$ cat src/rtl/drift_pkg.sv
// Shared constants, state encoding and word formats for the drift-tube event packer.
package drift_pkg;

    localparam int unsigned TIME_W = 8;
    localparam int unsigned CH_W   = 5;
    localparam int unsigned WORD_W = 16;

    localparam logic [TIME_W-1:0] HDR_TAG      = 8'hAA;
    localparam logic [2:0]        DATA_TAG     = 3'b010;
    localparam logic [WORD_W-1:0] TRAILER_WORD = 16'hFFFF;
    localparam logic [TIME_W-1:0] NO_HIT       = 8'hFF;

    typedef enum logic [2:0] {
        ST_IDLE,
        ST_WINDOW,
        ST_HEADER,
        ST_DATA,
        ST_TRAILER
    } state_t;

    typedef struct packed {
        logic [TIME_W-1:0] hit_time;
        logic [2:0]        tag;
        logic [CH_W-1:0]   ch;
    } data_word_t;

    function automatic logic [WORD_W-1:0] data_word(input logic [TIME_W-1:0] hit_time,
                                                    input logic [CH_W-1:0]   ch);
        data_word_t w;
        w.hit_time = hit_time;
        w.tag      = DATA_TAG;
        w.ch       = ch;
        return w;
    endfunction

endpackage

$ cat src/rtl/hit_capture_ch.sv
// One tube channel: input synchroniser, rising-edge detector and first-hit time register.
module hit_capture_ch
    import drift_pkg::*;
#(
    parameter int unsigned SYNC_STAGES = 2
) (
    input  logic              clk100,
    input  logic              rst,
    input  logic              hit_async,
    input  logic              clear,
    input  logic              active,
    input  logic [TIME_W-1:0] cnt,
    output logic [TIME_W-1:0] hit_time
);

    logic [SYNC_STAGES-1:0] sync;
    logic                   prev;
    logic                   rise_c;

    assign rise_c = sync[SYNC_STAGES-1] & ~prev;

    // Edge detection runs every cycle so a level already high at window start never counts.
    always_ff @(posedge clk100) begin
        if (rst) begin
            sync     <= '0;
            prev     <= 1'b0;
            hit_time <= NO_HIT;
        end else begin
            sync <= {sync[SYNC_STAGES-2:0], hit_async};
            prev <= sync[SYNC_STAGES-1];
            if (clear) begin
                hit_time <= NO_HIT;
            end else if (active && rise_c && (hit_time == NO_HIT)) begin
                hit_time <= cnt;
            end
        end
    end

endmodule

$ cat src/rtl/drift_event_packer.sv
// Trigger-armed drift-time window: captures first hit per channel, then streams
// header / per-channel data / trailer words into the event FIFO with backpressure.
module drift_event_packer
    import drift_pkg::*;
#(
    parameter int unsigned NUM_CH      = 32,
    parameter int unsigned WINDOW      = 255,
    parameter int unsigned SYNC_STAGES = 2
) (
    input  logic              clk100,
    input  logic              rst,
    input  logic              trig,
    input  logic [NUM_CH-1:0] hit,
    output logic [WORD_W-1:0] din,
    output logic              wr_en,
    input  logic              full,
    output logic              busy,
    output logic              trig_lost,
    output logic [7:0]        evt_id
);

    localparam logic [TIME_W-1:0] LAST_CNT = TIME_W'(WINDOW - 1);
    localparam logic [CH_W-1:0]   LAST_CH  = CH_W'(NUM_CH - 1);

    state_t               state, state_nxt;
    logic [TIME_W-1:0]    cnt, cnt_nxt;
    logic [CH_W-1:0]      ch_idx, ch_nxt;
    logic [WORD_W-1:0]    din_nxt;
    logic                 wr_en_nxt, busy_nxt, trig_lost_nxt;
    logic [7:0]           evt_id_nxt;
    logic [SYNC_STAGES-1:0] trig_sync;
    logic                 trig_prev;
    logic                 trig_rise_c, clear_c, window_c;
    logic [TIME_W-1:0]    hit_time [NUM_CH];

    assign trig_rise_c = trig_sync[SYNC_STAGES-1] & ~trig_prev;
    assign clear_c     = (state == ST_IDLE) && trig_rise_c;
    assign window_c    = (state == ST_WINDOW);

    for (genvar i = 0; i < NUM_CH; i++) begin : g_ch
        hit_capture_ch #(
            .SYNC_STAGES (SYNC_STAGES)
        ) u_cap (
            .clk100    (clk100),
            .rst       (rst),
            .hit_async (hit[i]),
            .clear     (clear_c),
            .active    (window_c),
            .cnt       (cnt),
            .hit_time  (hit_time[i])
        );
    end

    // Trigger synchroniser and previous-value flop for edge detection.
    always_ff @(posedge clk100) begin
        if (rst) begin
            trig_sync <= '0;
            trig_prev <= 1'b0;
        end else begin
            trig_sync <= {trig_sync[SYNC_STAGES-2:0], trig};
            trig_prev <= trig_sync[SYNC_STAGES-1];
        end
    end

    // State and registered datapath/outputs.
    always_ff @(posedge clk100) begin
        if (rst) begin
            state     <= ST_IDLE;
            cnt       <= '0;
            ch_idx    <= '0;
            din       <= '0;
            wr_en     <= 1'b0;
            busy      <= 1'b0;
            trig_lost <= 1'b0;
            evt_id    <= '0;
        end else begin
            state     <= state_nxt;
            cnt       <= cnt_nxt;
            ch_idx    <= ch_nxt;
            din       <= din_nxt;
            wr_en     <= wr_en_nxt;
            busy      <= busy_nxt;
            trig_lost <= trig_lost_nxt;
            evt_id    <= evt_id_nxt;
        end
    end

    // Next state: each write state advances only when the FIFO is not full.
    always_comb begin
        state_nxt = state;
        unique case (state)
            ST_IDLE:    if (trig_rise_c) state_nxt = ST_WINDOW;
            ST_WINDOW:  if (cnt == LAST_CNT) state_nxt = ST_HEADER;
            ST_HEADER:  if (!full) state_nxt = ST_DATA;
            ST_DATA:    if (!full && (ch_idx == LAST_CH)) state_nxt = ST_TRAILER;
            ST_TRAILER: if (!full) state_nxt = ST_IDLE;
            default:    state_nxt = ST_IDLE;
        endcase
    end

    // Output and datapath next values; din keeps presenting the pending word while stalled.
    always_comb begin
        cnt_nxt       = cnt;
        ch_nxt        = ch_idx;
        din_nxt       = din;
        wr_en_nxt     = 1'b0;
        evt_id_nxt    = evt_id;
        busy_nxt      = (state_nxt != ST_IDLE);
        trig_lost_nxt = trig_rise_c && (state != ST_IDLE);
        case (state)
            ST_IDLE: begin
                cnt_nxt = '0;
                ch_nxt  = '0;
            end
            ST_WINDOW: begin
                cnt_nxt = cnt + 8'd1;
            end
            ST_HEADER: begin
                din_nxt   = {HDR_TAG, evt_id};
                wr_en_nxt = !full;
            end
            ST_DATA: begin
                din_nxt   = data_word(hit_time[ch_idx], ch_idx);
                wr_en_nxt = !full;
                if (!full) ch_nxt = ch_idx + 5'd1;
            end
            ST_TRAILER: begin
                din_nxt   = TRAILER_WORD;
                wr_en_nxt = !full;
                if (!full) evt_id_nxt = evt_id + 8'd1;
            end
            default: begin
                cnt_nxt = '0;
            end
        endcase
    end

endmodule
$ cat config.mk
export PLATFORM = sky130hd
export DESIGN_NAME = drift_event_packer
export DESIGN_NICKNAME = d
export VERILOG_FILES = /design/src/rtl/drift_pkg.sv /design/src/rtl/hit_capture_ch.sv /design/src/rtl/drift_event_packer.sv
export SDC_FILE = /design/constraint.sdc
export NUM_CORES = 1
export LEC_CHECK = 0
export BUFFER_PORTS_ARGS = -buffer_cell sky130_fd_sc_hd__buf_2
export CAP_MARGIN = 20
export CELL_PAD_IN_SITES_DETAIL_PLACEMENT = 0
export CELL_PAD_IN_SITES_GLOBAL_PLACEMENT = 2
export CORE_ASPECT_RATIO = 0.7
export CORE_MARGIN = 1
export CORE_UTILIZATION = 40
export DETAILED_ROUTE_END_ITERATION = 10
export PLACE_DENSITY_LB_ADDON = 0.15
export SLEW_MARGIN = 10
export SYNTH_ARGS = -nofsm -noshare
export SYNTH_HDL_FRONTEND = slang
export SYNTH_SLANG_ARGS = --single-unit
$ cat constraint.sdc
create_clock -name clk100 -period 3 [get_ports clk100]
set_clock_uncertainty 0.2 [all_clocks]
set_input_delay 0.6 -clock clk100 [delete_from_list [all_inputs] [get_ports clk100]]
set_output_delay 0.6 -clock clk100 [all_outputs]
set_load 0.05 [all_outputs]
# [Word-level counts from Yosys, hierarchy flattened]
# Index checks and enable logic that the tools add are counted.
[word_totals] ff_bits=398 in_bits=36 output_inout_bits=27 word_cells=309
[classes] add_sub_neg=3 n_lt_le_gt_ge=1 n_eq_ne=39 muxes=13 n_bitwise=69 n_reduce_logical=78
[ops] operator="$eq 8x8->1 const B" count=33
[ops] operator="$logic_and 1x1->1" count=67
[ops] operator="$pmux 16 s3" count=1
[ops] operator="$bmux 8 s5" count=1
[ops] operator="$not 1->1" count=35
[ops] operator="$and 1x1->1" count=33
[ops] operator="$add 8x1->8 const B" count=2
[ops] operator="$mux 8" count=2
[ops] operator="$pmux 8 s2" count=1
[ops] operator="$mux 3" count=5
[ops] operator="$pmux 3 s5" count=1
[ops] operator="$pmux 5 s2" count=1
[ops] operator="$reduce_bool 3->1" count=3
[ops] operator="$eq 3x2->1 const B" count=2
[ops] operator="$ge 6x6->1 const B" count=1
[ops] operator="$not 5->6" count=1
[ops] operator="$add 5x1->5 const B" count=1
[ops] operator="$eq 5x5->1 const B" count=1
[ops] operator="$mux 5" count=1
[ops] operator="$reduce_and 2->1" count=2
[ops] operator="$reduce_or 2->1" count=2
[ops] operator="$eq 3x1->1 const B" count=1
[ops] operator="$eq 3x3->1 const B" count=1
[ops] operator="$logic_not 3->1" count=1
[ops] operator="4 further kinds" count=4

# [Depth between registers and ports, before layout]
[logic_depth] depth_word=5 mapped_depth=10 depth_no_buf=7

# [Hierarchy]
# Synthesis repeated with hierarchy kept, for this count alone.
[unflattened] cells_unflattened=1890 hier_area_um2=17818.3
[modules_own_cells] mod="hit_capture_ch" instances=32 cells_each=46 area_per_inst_um2=426.7 seq_area_each_um2=220.2
[modules_own_cells] mod="drift_event_packer" instances=1 cells_each=418 area_per_inst_um2=4165.2 seq_area_each_um2=920.9

# [Worst setup path before layout]
# No wires, ideal clock.
[synth_timing] kind="flip-flop to flip-flop" from="register ch_idx[0]" to="register din[9]" setup_ps=122 t_arrival_ps=1834 required_time_ps=2678 setup_slack_ps=844 path_stages_with_launch=8 path_buffers=3 period_less_slack_ps=2156 path_cell_list="dfxtp_1 buf_2 buf_4 buf_4 mux4_2 mux2i_1 nor4_1 o32a_1"
[synth_via] elab_chain_cells=5
[synth_lines] element="start: declaration" line_no="drift_event_packer.sv:27" source="logic [CH_W-1:0] ch_idx, ch_nxt;"
[synth_lines] element="start signal: assignment" line_no="drift_event_packer.sv:79" source="ch_idx <= ch_nxt;"
[synth_lines] element="$not 5->6 (not written as such)" line_no="drift_event_packer.sv:123" source="din_nxt = data_word(hit_time[ch_idx], ch_idx);"
[synth_lines] element="$bmux 8 s5" line_no="drift_event_packer.sv:123"
[synth_lines] element="$mux 8 (not written as such) (2 in a row)" line_no="drift_event_packer.sv:123"
[synth_lines] element="$pmux 16 s3" line_no="drift_event_packer.sv:110" source="case (state)"
[synth_lines] element="end signal: assignment" line_no="drift_event_packer.sv:80" source="din <= din_nxt;"
[synth_lines] element="end: declaration" line_no="drift_event_packer.sv:14" source="output logic [WORD_W-1:0] din,"
# No other way between the ends. The select of a mux whose other input is x is not followed.
# A chain may end at the register's enable or synchronous reset.

# [Final worst setup path]
[layout_timing] from="register state[2]" to="register g_ch[4].u_cap.hit_time[0]"
[layout_via] elab_chain_cells=3 elab_cells_between_ends=6 cone_classes="1 x eq/ne; 5 x reduce/logical"
[layout_lines] element="start: declaration" line_no="drift_event_packer.sv:25" source="state_t state, state_nxt;"
[layout_lines] element="start signal: assignment" line_no="drift_event_packer.sv:77" source="state <= state_nxt;"
[layout_lines] element="$eq 3x1->1 / $logic_not 3->1 (equally long branches)" line_no="drift_event_packer.sv:38, drift_event_packer.sv:37"
[layout_lines] element="$logic_and 1x1->1 (on tied branches)" line_no="hit_capture_ch.sv:33, drift_event_packer.sv:37"
[layout_lines] element="$logic_and 1x1->1 / $reduce_or 2->1 (equally long branches)"
[layout_lines] element="end signal: assignment" line_no="hit_capture_ch.sv:34" source="hit_time <= cnt;"
[layout_lines] element="end: declaration" line_no="hit_capture_ch.sv:13" source="output logic [TIME_W-1:0] hit_time"
# Several ways; a longest one is shown, not always the timed one.

==> flow_summary.json <==
{
  "cts_sinks": 398,
  "wire_per_inst_microns": 21.0,
  "p_clk_share_pct": 45.6,
  "ant_nets": 0,
  "leakage_nw": 6.52,
  "clockBufferDepth": 3,
  "final.setup.tns_ps": 0,
  "cts_resized": 0,
  "power_density_mw_per_mm2": 627,
  "start_util_pct": 41.0,
  "layout-drive-gt1-share_pct": 14.5,
  "crit_chain": "or3b_4 -> or4_1 -> o21ai_1 -> nand2_1",
  "grt_max_degree": 133,
  "end_kind": "register",
  "syn_area_sq_mm": 0.0154,
  "rrSetupSlack_ps": 430,
  "hpwlAfterDp_mm": 29.3,
  "relSlewSlack_pct": 49.1,
  "worstPathRequired_ps": 3200,
  "clkTransAtPathRegs_ps": 60,
  "power.total_mw": 10.8,
  "die_y_microns": 166,
  "die_area_sq_mm": 0.0393,
  "layout_commonest_cell": "dfxtp_1",
  "grt_pass1_vias": 10800,
  "fin_crit_sh_pct": 85.6,
  "swShare_pct": 22.4,
  "port_buffers": 62,
  "seq_power_share_pct": 50.4,
  "synth-edff-count": 0,
  "antennaDiodeCount": 0,
  "vdd_drop_max_mv": 0.344,
  "post-route-min-period_ps": 2570,
  "numCtsBuffers": 41,
  "route.final.wire_length_mm": 44.2,
  "crit_type": "register to register",
  "r2r-end": "g_ch[4].u_cap.hit_time[0]",
  "grtUsageTotal_pct": 22.7,
  "timing.hold.ws_ps": 64.4,
  "grt.overflow.total": 0,
  "crit_fanout": 40,
  "tightestPinTransition_ps": 758,
  "mostFrequentLayoutCells": "395 x dfxtp_1, 302 x nand2_1, 257 x o21ai_1",
  "vias_per_cell": 5.53,
  "finalNetCount": 1628,
  "drv_cap": 0,
  "grt_pass1_wl_mm": 68.5,
  "hold_violations": 0,
  "drt_pass1_iterations": 7,
  "min_to": "g_ch[0].u_cap.sync[0]",
  "crit_buf_inv": 0,
  "dp.cells": 2032,
  "worstHoldPathCells": 2,
  "grt_setup_unrepaired": "no",
  "drt_iter0_drc": 1063,
  "ctsHoldBuffers": 0,
  "worstReg2RegStart": "state[2]",
  "internal_power_mw": 8.41,
  "yosys_warnings": 0,
  "cp.arrival_ps": 2770,
  "drc": 0,
  "timing.fmax_mhz": 390,
  "gp_congestion": 0.818,
  "seq_area_frac_synth_pct": 51.7,
  "syn-num-nets": 1633,
  "worstSkewPairLatency_ps": 550,
  "finalInstanceArea_sq_mm": 0.0173,
  "cts_root_buf": "clkbuf_16",
  "hold_start": "hit[0]",
  "drv_slew": 0,
  "max_stage_delay_ps": 770,
  "num_vias": 11600,
  "htreeDepth": 2,
  "p_switching_mw": 2.43,
  "synth.distinct_cells": 50,
  "comb_power_share_pct": 4.1,
  "core_region_area_sq_mm": 0.0376,
  "ioPinCount": 63,
  "critPathTopFamily": "simple AND/OR/NAND/NOR gates",
  "hold_class": "input pin to register",
  "syn_avg_cell_area_sq_um": 9.68,
  "synthArstFlopShare_pct": 0,
  "die_x_microns": 237,
  "reg2reg_depth": 4,
  "finalSetupViolations": 0,
  "fp-row-count": 59,
  "cts_setup_buffers": 0,
  "ys_ff_latch": 398,
  "antenna_found_initial": 0,
  "cts_tree": "yes",
  "synth_cells": 1592,
  "stdcell_count": 2104,
  "syn_to_final_growth_pct": 12.2,
  "placed_cell_area_sq_mm": 0.0160,
  "slowest_stage": "or4_1",
  "ys.flop_type": "dfxtp_1",
  "critPathLaunchType": "register",
  "status": "completed"
}
[state kept, by name, summed over array words and instances (netlist names)]
| register | flops |
|---|---|
| busy | 1 |
| ch_idx | 5 |
| cnt | 8 |
| din | 16 |
| evt_id | 8 |
| g_ch.u_cap.hit_time | 256 |
| g_ch.u_cap.prev | 32 |
| g_ch.u_cap.sync | 64 |
| state | 3 |
| trig_lost | 1 |
| trig_prev | 1 |
| trig_sync | 2 |
| wr_en | 1 |
[power by group through the flow]
stage               sequential [mW]  clock [mW]  combinational, mW
finish                         5.46        4.94              0.439
global route                   5.47        5.35              0.485
CTS                            5.46        5.09              0.443
detailed placement             5.57           0              0.441
global placement               5.58           0              0.437
floorplan                      5.58           0              0.288
[worst max-delay path by stage]
stage / start / endpoint / cells past startpoint
3_3_place_gp: state[2] / g_ch[31].u_cap.hit_time[7] / 4
3_5_place_dp: state[2] / g_ch[28].u_cap.hit_time[5] / 4
6_report: state[2] / g_ch[4].u_cap.hit_time[0] / 4
4_1_cts: state[2] / g_ch[28].u_cap.hit_time[5] / 4
2_1_floorplan: ch_idx[0] / din[9] / 7
5_1_grt: state[2] / g_ch[30].u_cap.hit_time[6] / 4
[worst register-to-register path, cell delays in order, from the launching register on]
cell and delay, ps:
dfxtp_1 460, or3b_4 690, or4_1 800, o21ai_1 210, nand2_1 70
[layer usage]
layer	routed length, microns	share of wire, %	vias up	GRT usage (%)
li1	-	-	5616	-
met1	23200	52	5645	36.4
met2	17500	39	325	30.2
met3	2830	6.4	58	4.52
met4	751	1.7	0	5.31
met5	0	0	-	0
[stage by stage]
step	setup slack (ps)	utilization, %
floorplan	844	-
global placement	500	42.6
detailed placement	453	42.6
CTS	447	46.0
global route	273	46.0
finish	433	46.0
[area by class of cell]
type / instances / area, sq um
Clock buffer: 63 / 1210
Clock inverter: 9 / 81.3
Fill cell: 3644 / 20300
Inverter: 12 / 45.0
Multi-Input combinational cell: 1038 / 6740
Sequential cell: 398 / 7980
Tap cell: 488 / 611
Timing Repair Buffer: 96 / 634
[cells by family after synthesis]
logic type	Yosys count	synth area share, %
XOR/XNOR	8	0.455
multiplexers	97	11.4
buffers and inverters	156	4.62
AND/OR/NAND/NOR	594	19.5
AO/OA/AOI/OAI	334	11.9
flip-flops	398	51.7
adder cells (fa/ha/maj)	5	0.406
[synth_stat cells (7+ instances only)]
master    number  area [sq um]
nand2_1      302          1130
mux4_2        63          1420
buf_1         19          71.3
inv_1         12          45.0
nand4b_1      32           280
mux2i_1       34           340
o21ai_1      257          1290
nand4_1       40           250
nand3_1        9          45.0
nor3_1        12          60.1
dfxtp_1      398          7970
o21ai_0       11          55.1
clkbuf_1      68           255
nand2b_1       7          43.8
nor2b_1      103           644
a211oi_1       7          52.6
buf_2         44           220
buf_4          7          52.6
or4_1         32           240
nor2_1        30           113
a21oi_1       20           100
Note: power is estimated with default switching activity, not from simulation.
